File: src/rtl/rechannelizer_pkg.sv
// ---------------------------------------------------------------------------
// rechannelizer_pkg
// Shared types and helpers for the rechannelizer (serial-to-parallel frame
// reassembly on the receive side of the two-channel sample link).
//   state_t       : frame FSM states
//   err_cause_t   : which error, if any, the current accepted beat raises
//   ERR_COUNT_MAX : saturation value of the error counter
//   ch_offset()   : bit offset of channel k inside a packed frame word
// ---------------------------------------------------------------------------
package rechannelizer_pkg;

    typedef enum logic [1:0] {
        IDLE    = 2'd0,
        COLLECT = 2'd1,
        DROP    = 2'd2,
        FULL    = 2'd3
    } state_t;

    typedef logic [1:0] err_cause_t;

    localparam err_cause_t ERR_NONE  = 2'd0;
    localparam err_cause_t ERR_NOSOP = 2'd1;
    localparam err_cause_t ERR_LEN   = 2'd2;

    localparam logic [15:0] ERR_COUNT_MAX = 16'hFFFF;

    // Channel k occupies bits [k*width +: width] of the parallel frame word.
    function automatic int unsigned ch_offset(input int unsigned ch,
                                              input int unsigned width);
        return ch * width;
    endfunction

endpackage

File: src/rtl/rechannelizer_frame_buffer.sv
// ---------------------------------------------------------------------------
// channel_frame_buffer
// Collect registers for one frame (NUM_CH samples) plus the output holding
// register with its valid/ready handshake.
//   clk, reset_n  : clock, synchronous active-low reset
//   wr_en/wr_idx/wr_data : write one sample into collect slot wr_idx
//   load_direct   : frame completes this cycle; wr_data is the last channel,
//                   the other channels come from the collect registers
//   load_held     : move the complete frame held in the collect registers
//                   into the output register
//   out_ready     : downstream accepts out_data
//   out_data/out_valid : output holding register
//   out_free      : output register is empty or drains this cycle
// ---------------------------------------------------------------------------
module channel_frame_buffer
    import rechannelizer_pkg::*;
#(
    parameter int DATA_W = 24,
    parameter int NUM_CH = 2,
    localparam int IDX_W = $clog2(NUM_CH)
) (
    input  logic                     clk,
    input  logic                     reset_n,
    input  logic                     wr_en,
    input  logic [IDX_W-1:0]         wr_idx,
    input  logic [DATA_W-1:0]        wr_data,
    input  logic                     load_direct,
    input  logic                     load_held,
    input  logic                     out_ready,
    output logic [NUM_CH*DATA_W-1:0] out_data,
    output logic                     out_valid,
    output logic                     out_free
);

    localparam int LAST_OFF = ch_offset(NUM_CH - 1, DATA_W);

    logic [DATA_W-1:0]        coll [NUM_CH];
    logic [NUM_CH*DATA_W-1:0] coll_flat;
    logic [NUM_CH*DATA_W-1:0] direct_frame;

    for (genvar k = 0; k < NUM_CH; k++) begin : g_flat
        assign coll_flat[ch_offset(k, DATA_W) +: DATA_W] = coll[k];
    end

    // The last channel bypasses its collect slot so a complete frame can
    // land in the output register on the same edge its eop beat arrives.
    assign direct_frame = {wr_data, coll_flat[LAST_OFF-1:0]};

    assign out_free = !out_valid || out_ready;

    always_ff @(posedge clk) begin
        if (!reset_n) begin
            for (int k = 0; k < NUM_CH; k++) begin
                coll[k] <= '0;
            end
        end else if (wr_en) begin
            coll[wr_idx] <= wr_data;
        end
    end

    // A load always leaves out_valid set, even when the previous word is
    // draining on the same edge, so back-to-back frames have no bubble.
    always_ff @(posedge clk) begin
        if (!reset_n) begin
            out_data  <= '0;
            out_valid <= 1'b0;
        end else if (load_direct) begin
            out_data  <= direct_frame;
            out_valid <= 1'b1;
        end else if (load_held) begin
            out_data  <= coll_flat;
            out_valid <= 1'b1;
        end else if (out_valid && out_ready) begin
            out_valid <= 1'b0;
        end
    end

endmodule

File: src/rtl/rechannelizer.sv
// ---------------------------------------------------------------------------
// rechannelizer
// Reassembles an Avalon-ST stream of NUM_CH samples per frame (sop on
// channel 0, eop on channel NUM_CH-1) into one parallel word per frame,
// with frame-integrity checking and one frame of buffering.
//   clk, reset_n        : clock, synchronous active-low reset
//   in_data/in_valid/in_sop/in_eop/in_ready : serial sample stream
//   out_data/out_valid/out_ready : reassembled frame; channel k in
//                         bits [k*DATA_W +: DATA_W]
//   err_nosop           : pulse, beat outside a frame without sop
//   err_len             : pulse, short, long or restarted frame
//   err_count           : saturating count of all error pulses
// ---------------------------------------------------------------------------
module rechannelizer
    import rechannelizer_pkg::*;
#(
    parameter int DATA_W = 24,
    parameter int NUM_CH = 2
) (
    input  logic                     clk,
    input  logic                     reset_n,
    input  logic [DATA_W-1:0]        in_data,
    input  logic                     in_valid,
    input  logic                     in_sop,
    input  logic                     in_eop,
    output logic                     in_ready,
    output logic [NUM_CH*DATA_W-1:0] out_data,
    output logic                     out_valid,
    input  logic                     out_ready,
    output logic                     err_nosop,
    output logic                     err_len,
    output logic [15:0]              err_count
);

    localparam int IDX_W = $clog2(NUM_CH);
    localparam logic [IDX_W-1:0] LAST_IDX = IDX_W'(NUM_CH - 1);
    localparam logic [IDX_W-1:0] ONE_IDX  = IDX_W'(1);

    state_t             state;
    state_t             state_next;
    logic [IDX_W-1:0]   idx;
    logic [IDX_W-1:0]   idx_next;
    err_cause_t         err_cause;
    logic               accept;
    logic               wr_en;
    logic [IDX_W-1:0]   wr_idx;
    logic               load_direct;
    logic               load_held;
    logic               out_free;

    assign accept = in_valid && in_ready;

    channel_frame_buffer #(
        .DATA_W (DATA_W),
        .NUM_CH (NUM_CH)
    ) u_buffer (
        .clk         (clk),
        .reset_n     (reset_n),
        .wr_en       (wr_en),
        .wr_idx      (wr_idx),
        .wr_data     (in_data),
        .load_direct (load_direct),
        .load_held   (load_held),
        .out_ready   (out_ready),
        .out_data    (out_data),
        .out_valid   (out_valid),
        .out_free    (out_free)
    );

    // State register; error pulses are registered so they appear on the
    // cycle after the offending beat.
    always_ff @(posedge clk) begin
        if (!reset_n) begin
            state     <= IDLE;
            idx       <= '0;
            err_nosop <= 1'b0;
            err_len   <= 1'b0;
        end else begin
            state     <= state_next;
            idx       <= idx_next;
            err_nosop <= (err_cause == ERR_NOSOP);
            err_len   <= (err_cause == ERR_LEN);
        end
    end

    // The counter steps on the same edge that raises the pulse.
    always_ff @(posedge clk) begin
        if (!reset_n) begin
            err_count <= '0;
        end else if (err_cause != ERR_NONE && err_count != ERR_COUNT_MAX) begin
            err_count <= err_count + 16'd1;
        end
    end

    // Next-state and buffer control. A sop beat always restarts the frame
    // at channel 0, whether it arrives in IDLE, COLLECT or DROP.
    always_comb begin
        state_next  = state;
        idx_next    = idx;
        err_cause   = ERR_NONE;
        wr_en       = 1'b0;
        wr_idx      = idx;
        load_direct = 1'b0;
        load_held   = 1'b0;

        case (state)
            IDLE: begin
                if (accept) begin
                    if (in_sop && in_eop) begin
                        err_cause = ERR_LEN;
                    end else if (in_sop) begin
                        wr_en      = 1'b1;
                        wr_idx     = '0;
                        idx_next   = ONE_IDX;
                        state_next = COLLECT;
                    end else begin
                        err_cause = ERR_NOSOP;
                    end
                end
            end

            COLLECT: begin
                if (accept) begin
                    if (in_sop) begin
                        err_cause = ERR_LEN;
                        wr_en     = 1'b1;
                        wr_idx    = '0;
                        idx_next  = ONE_IDX;
                    end else if (idx == LAST_IDX) begin
                        idx_next = '0;
                        if (!in_eop) begin
                            err_cause  = ERR_LEN;
                            state_next = DROP;
                        end else if (out_free) begin
                            load_direct = 1'b1;
                            state_next  = IDLE;
                        end else begin
                            // Park the last sample so the collect registers
                            // hold the whole frame until the output drains.
                            wr_en      = 1'b1;
                            wr_idx     = LAST_IDX;
                            state_next = FULL;
                        end
                    end else if (in_eop) begin
                        err_cause  = ERR_LEN;
                        idx_next   = '0;
                        state_next = IDLE;
                    end else begin
                        wr_en    = 1'b1;
                        idx_next = idx + ONE_IDX;
                    end
                end
            end

            DROP: begin
                if (accept) begin
                    if (in_sop) begin
                        wr_en      = 1'b1;
                        wr_idx     = '0;
                        idx_next   = ONE_IDX;
                        state_next = COLLECT;
                    end else if (in_eop) begin
                        state_next = IDLE;
                    end
                end
            end

            FULL: begin
                if (out_valid && out_ready) begin
                    load_held  = 1'b1;
                    state_next = IDLE;
                end
            end

            default: begin
                state_next = IDLE;
                idx_next   = '0;
            end
        endcase
    end

    // in_ready depends on registered state only, never on out_ready.
    always_comb begin
        in_ready = reset_n && (state != FULL);
    end

endmodule

File: config.mk
export PLATFORM = sky130hd
export DESIGN_NAME = rechannelizer
export DESIGN_NICKNAME = d
export VERILOG_FILES = /design/src/rtl/rechannelizer_pkg.sv /design/src/rtl/rechannelizer_frame_buffer.sv /design/src/rtl/rechannelizer.sv
export SDC_FILE = /design/constraint.sdc
export NUM_CORES = 1
export LEC_CHECK = 0
export ABC_AREA = 1
export CAP_MARGIN = 10
export CORE_MARGIN = 10
export CORE_UTILIZATION = 48
export CTS_CLUSTER_DIAMETER = 150
export DETAILED_ROUTE_END_ITERATION = 7
export GPL_TIMING_DRIVEN = 0
export PLACE_DENSITY = 0.85
export SETUP_SLACK_MARGIN = 0.4
export SLEW_MARGIN = 10
export SYNTH_ARGS = -nofsm -noshare
export SYNTH_HDL_FRONTEND = slang
export SYNTH_HIERARCHICAL = 1
export SYNTH_SLANG_ARGS = --single-unit
File: constraint.sdc
create_clock -name clk -period 2.65 [get_ports clk]
set_input_delay 0.265 -clock clk [delete_from_list [all_inputs] [get_ports clk]]
set_output_delay 0.265 -clock clk [all_outputs]
set_load 0.03 [all_outputs]
==> reports/results.ini <==
[outcome]
status=completed

[power_and_ir_drop]
p_leak_nw=3.16
irDropWorstVdd_mv=0.320
total_power_mw=4.68
power_density_mw_per_mm2=631

[logic_synthesis]
synth-edff-count=48
synth_ff_type=dfxtp_1
syn_inst=709
async_flop_share=0
yosysTopAreaCellShare=0.263
synth_nets=746
synth_area_leaders=edfxtp_1 26%, dfxtp_1 26%, nand2_1 13%
yosys.cell_count.top_type=nand2_1
ys_types=35
synth_top_area_cell=edfxtp_1
syn_area_mm2=0.00549
yosysSeqAreaShare=0.518
syn_area_per_cell_um2=7.74
yosysWarnings=6
synth_seq_cells=118
synthTopCellsByCount=186 x nand2_1, 159 x nor2_1, 76 x inv_1

[timing]
clock_skew_ns=0.00891
holdWs_ns=0.287
fin_crit_sh=0.815
timing.final.hold_violations=0
worstMarginPinSlew_ns=0.530
fin_ws_ns=0.490
setup_viol=0
final_max_slew_viol_count=0
fmax_ghz=0.463
rsz0062_at_grt=no
period_minus_slack_ns=2.16
max_slew_margin=0.647

[detailed_routing]
antenna_left=0
dr.pass1.iters=7
wl_mm=15.9
vias_per_cell=5.20
routedWlPerCell_um=16.2
remaining_drc_errors=0
vias=5110
drt_iter0_markers=521

[worst_hold_path]
min_to=err_count[12]
hold_start=reset_n
hold_path_class=in -> reg
whs_path_depth=3

[clock_network]
cts_tree=done
cts-root-buf=clkbuf_16
clock_latency_ns=0.41
clk_pin_slew_ns=0.06
clock_sinks=118
cts_made_buffers=17
cts_max_path_buffers=2
cts.htree.levels=4

[floorplan]
core-area_mm2=0.0110
initial_utilization=0.498
rows=38
io-pin-count=98
die_height_um=127
die_w_um=127
design.die.area_mm2=0.0161

[setup_path]
path_max_fanout=10
rr_endpoint=u_buffer/coll[1][8]
worstPathRequired_ns=2.91
start_kind=flop
crit_type=reg -> reg
r2r_start=state[1]
cp.arrival_ns=2.42
rr_worst_depth=12
setup.worst_path.end_class=flop
startpoint=state[1]
r2r_slack_ns=0.49

[layout]
drive_above_1_share=0.107
n_antenna_cell=0
fin_nets=866
fin_util=0.672
syn_to_final_growth_pct=35.1

[job]
drv_cap=0

[global_route]
grt_pass1_wl_mm=24.7
grt_pass1_vias=4977
overflow=0
grt_max_degree=25
antenna_found_initial=0
grt_usage=0.189

[placed_design]
port_buffers=97
hpwl_mm=10.3
dp_slack_ns=-0.104
gp_congestion=0.925

registers in the layout, summed over array words and instances (netlist names):
name and count:
u_buffer/out_valid 1, u_buffer/out_data 48, err_count 16, state 2
err_len 1, u_buffer/coll 48, idx 1, err_nosop 1
through the flow:
stage	instance area [µm²]	setup TNS, ns	cells
finish	7410	0	982
detailed placement	6650	-3.96	946
global route	7410	0	982
CTS	7350	0	980
global placement	6650	-1.79	946
floorplan	5500	0	709
power by group:
part | total [mW] | internal (mW) | switching, mW
Sequential | 1.95 | 1.93 | 0.0220
Combinational | 0.285 | 0.108 | 0.177
Clock | 2.44 | 1.52 | 0.919
worst max-delay path: stages (launching register included):
cell and delay [ns]:
dfxtp_2 0.36, inv_2 0.08, ha_4 0.18, inv_2 0.08, a21oi_2 0.13, o21ai_1 0.12
a21oi_1 0.14, nor2_1 0.06, nor2_2 0.19, nand3_2 0.14, buf_4 0.20, clkbuf_4 0.19
nor2_1 0.13
cells in the final DEF, fill, tap and decap left out, types with 25 or more instances in the layout:
cell type,Yosys,final
inv_1,76,74
edfxtp_1,48,48
nor3_1,25,25
clkdlybuf4s50_1,0,96
dfxtp_1,70,68
nand2_1,186,184
o21ai_0,31,30
nor2_1,159,157
layout make-up:
class | instances | area [µm²]
Fill cell | 839 | 3620
Sequential cell | 118 | 2850
Buffer | 32 | 233
Inverter | 78 | 293
Multi-Input combinational cell | 483 | 2250
Tap cell | 140 | 175
Timing Repair Buffer | 99 | 988
Clock buffer | 19 | 475
Clock inverter | 13 | 158
timing repair:
action,in CTS,in global routing
gates cloned,1,1
resized for setup,9,14
hold buffers,0,0
pin swaps,1,1
setup buffers,1,1
endpoints found under the setup margin,48,115
worst max path at each step:
stage                                end  slack (ns)
floorplan            u_buffer/coll[0][0]        0.51
CTS                 u_buffer/coll[1][11]        0.40
finish               u_buffer/coll[1][8]        0.49
global placement    u_buffer/coll[0][13]       -0.05
detailed placement  u_buffer/coll[0][10]       -0.10
global route         u_buffer/coll[1][4]        0.42
cells by family (layout without fill, tap and decap cells):
group / after synthesis / after routing / synth area share
buffers and inverters: 110 / 241 / 0.0930
flip-flops: 118 / 118 / 0.518
adder cells (fa/ha/maj): 7 / 7 / 0.0160
AO/OA/AOI/OAI: 62 / 62 / 0.0590
XOR/XNOR: 4 / 4 / 0.00638
AND/OR/NAND/NOR: 408 / 410 / 0.308
per-layer routing:
layer  part of all wire  global-route usage  up-vias
met4              0.035               0.106        0
met1               0.38               0.210     2320
met5                  0                   0        -
met2               0.49               0.317      275
li1                   -                   -     2471
met3              0.097              0.0550       44
Power figures use the tool's default switching activity.
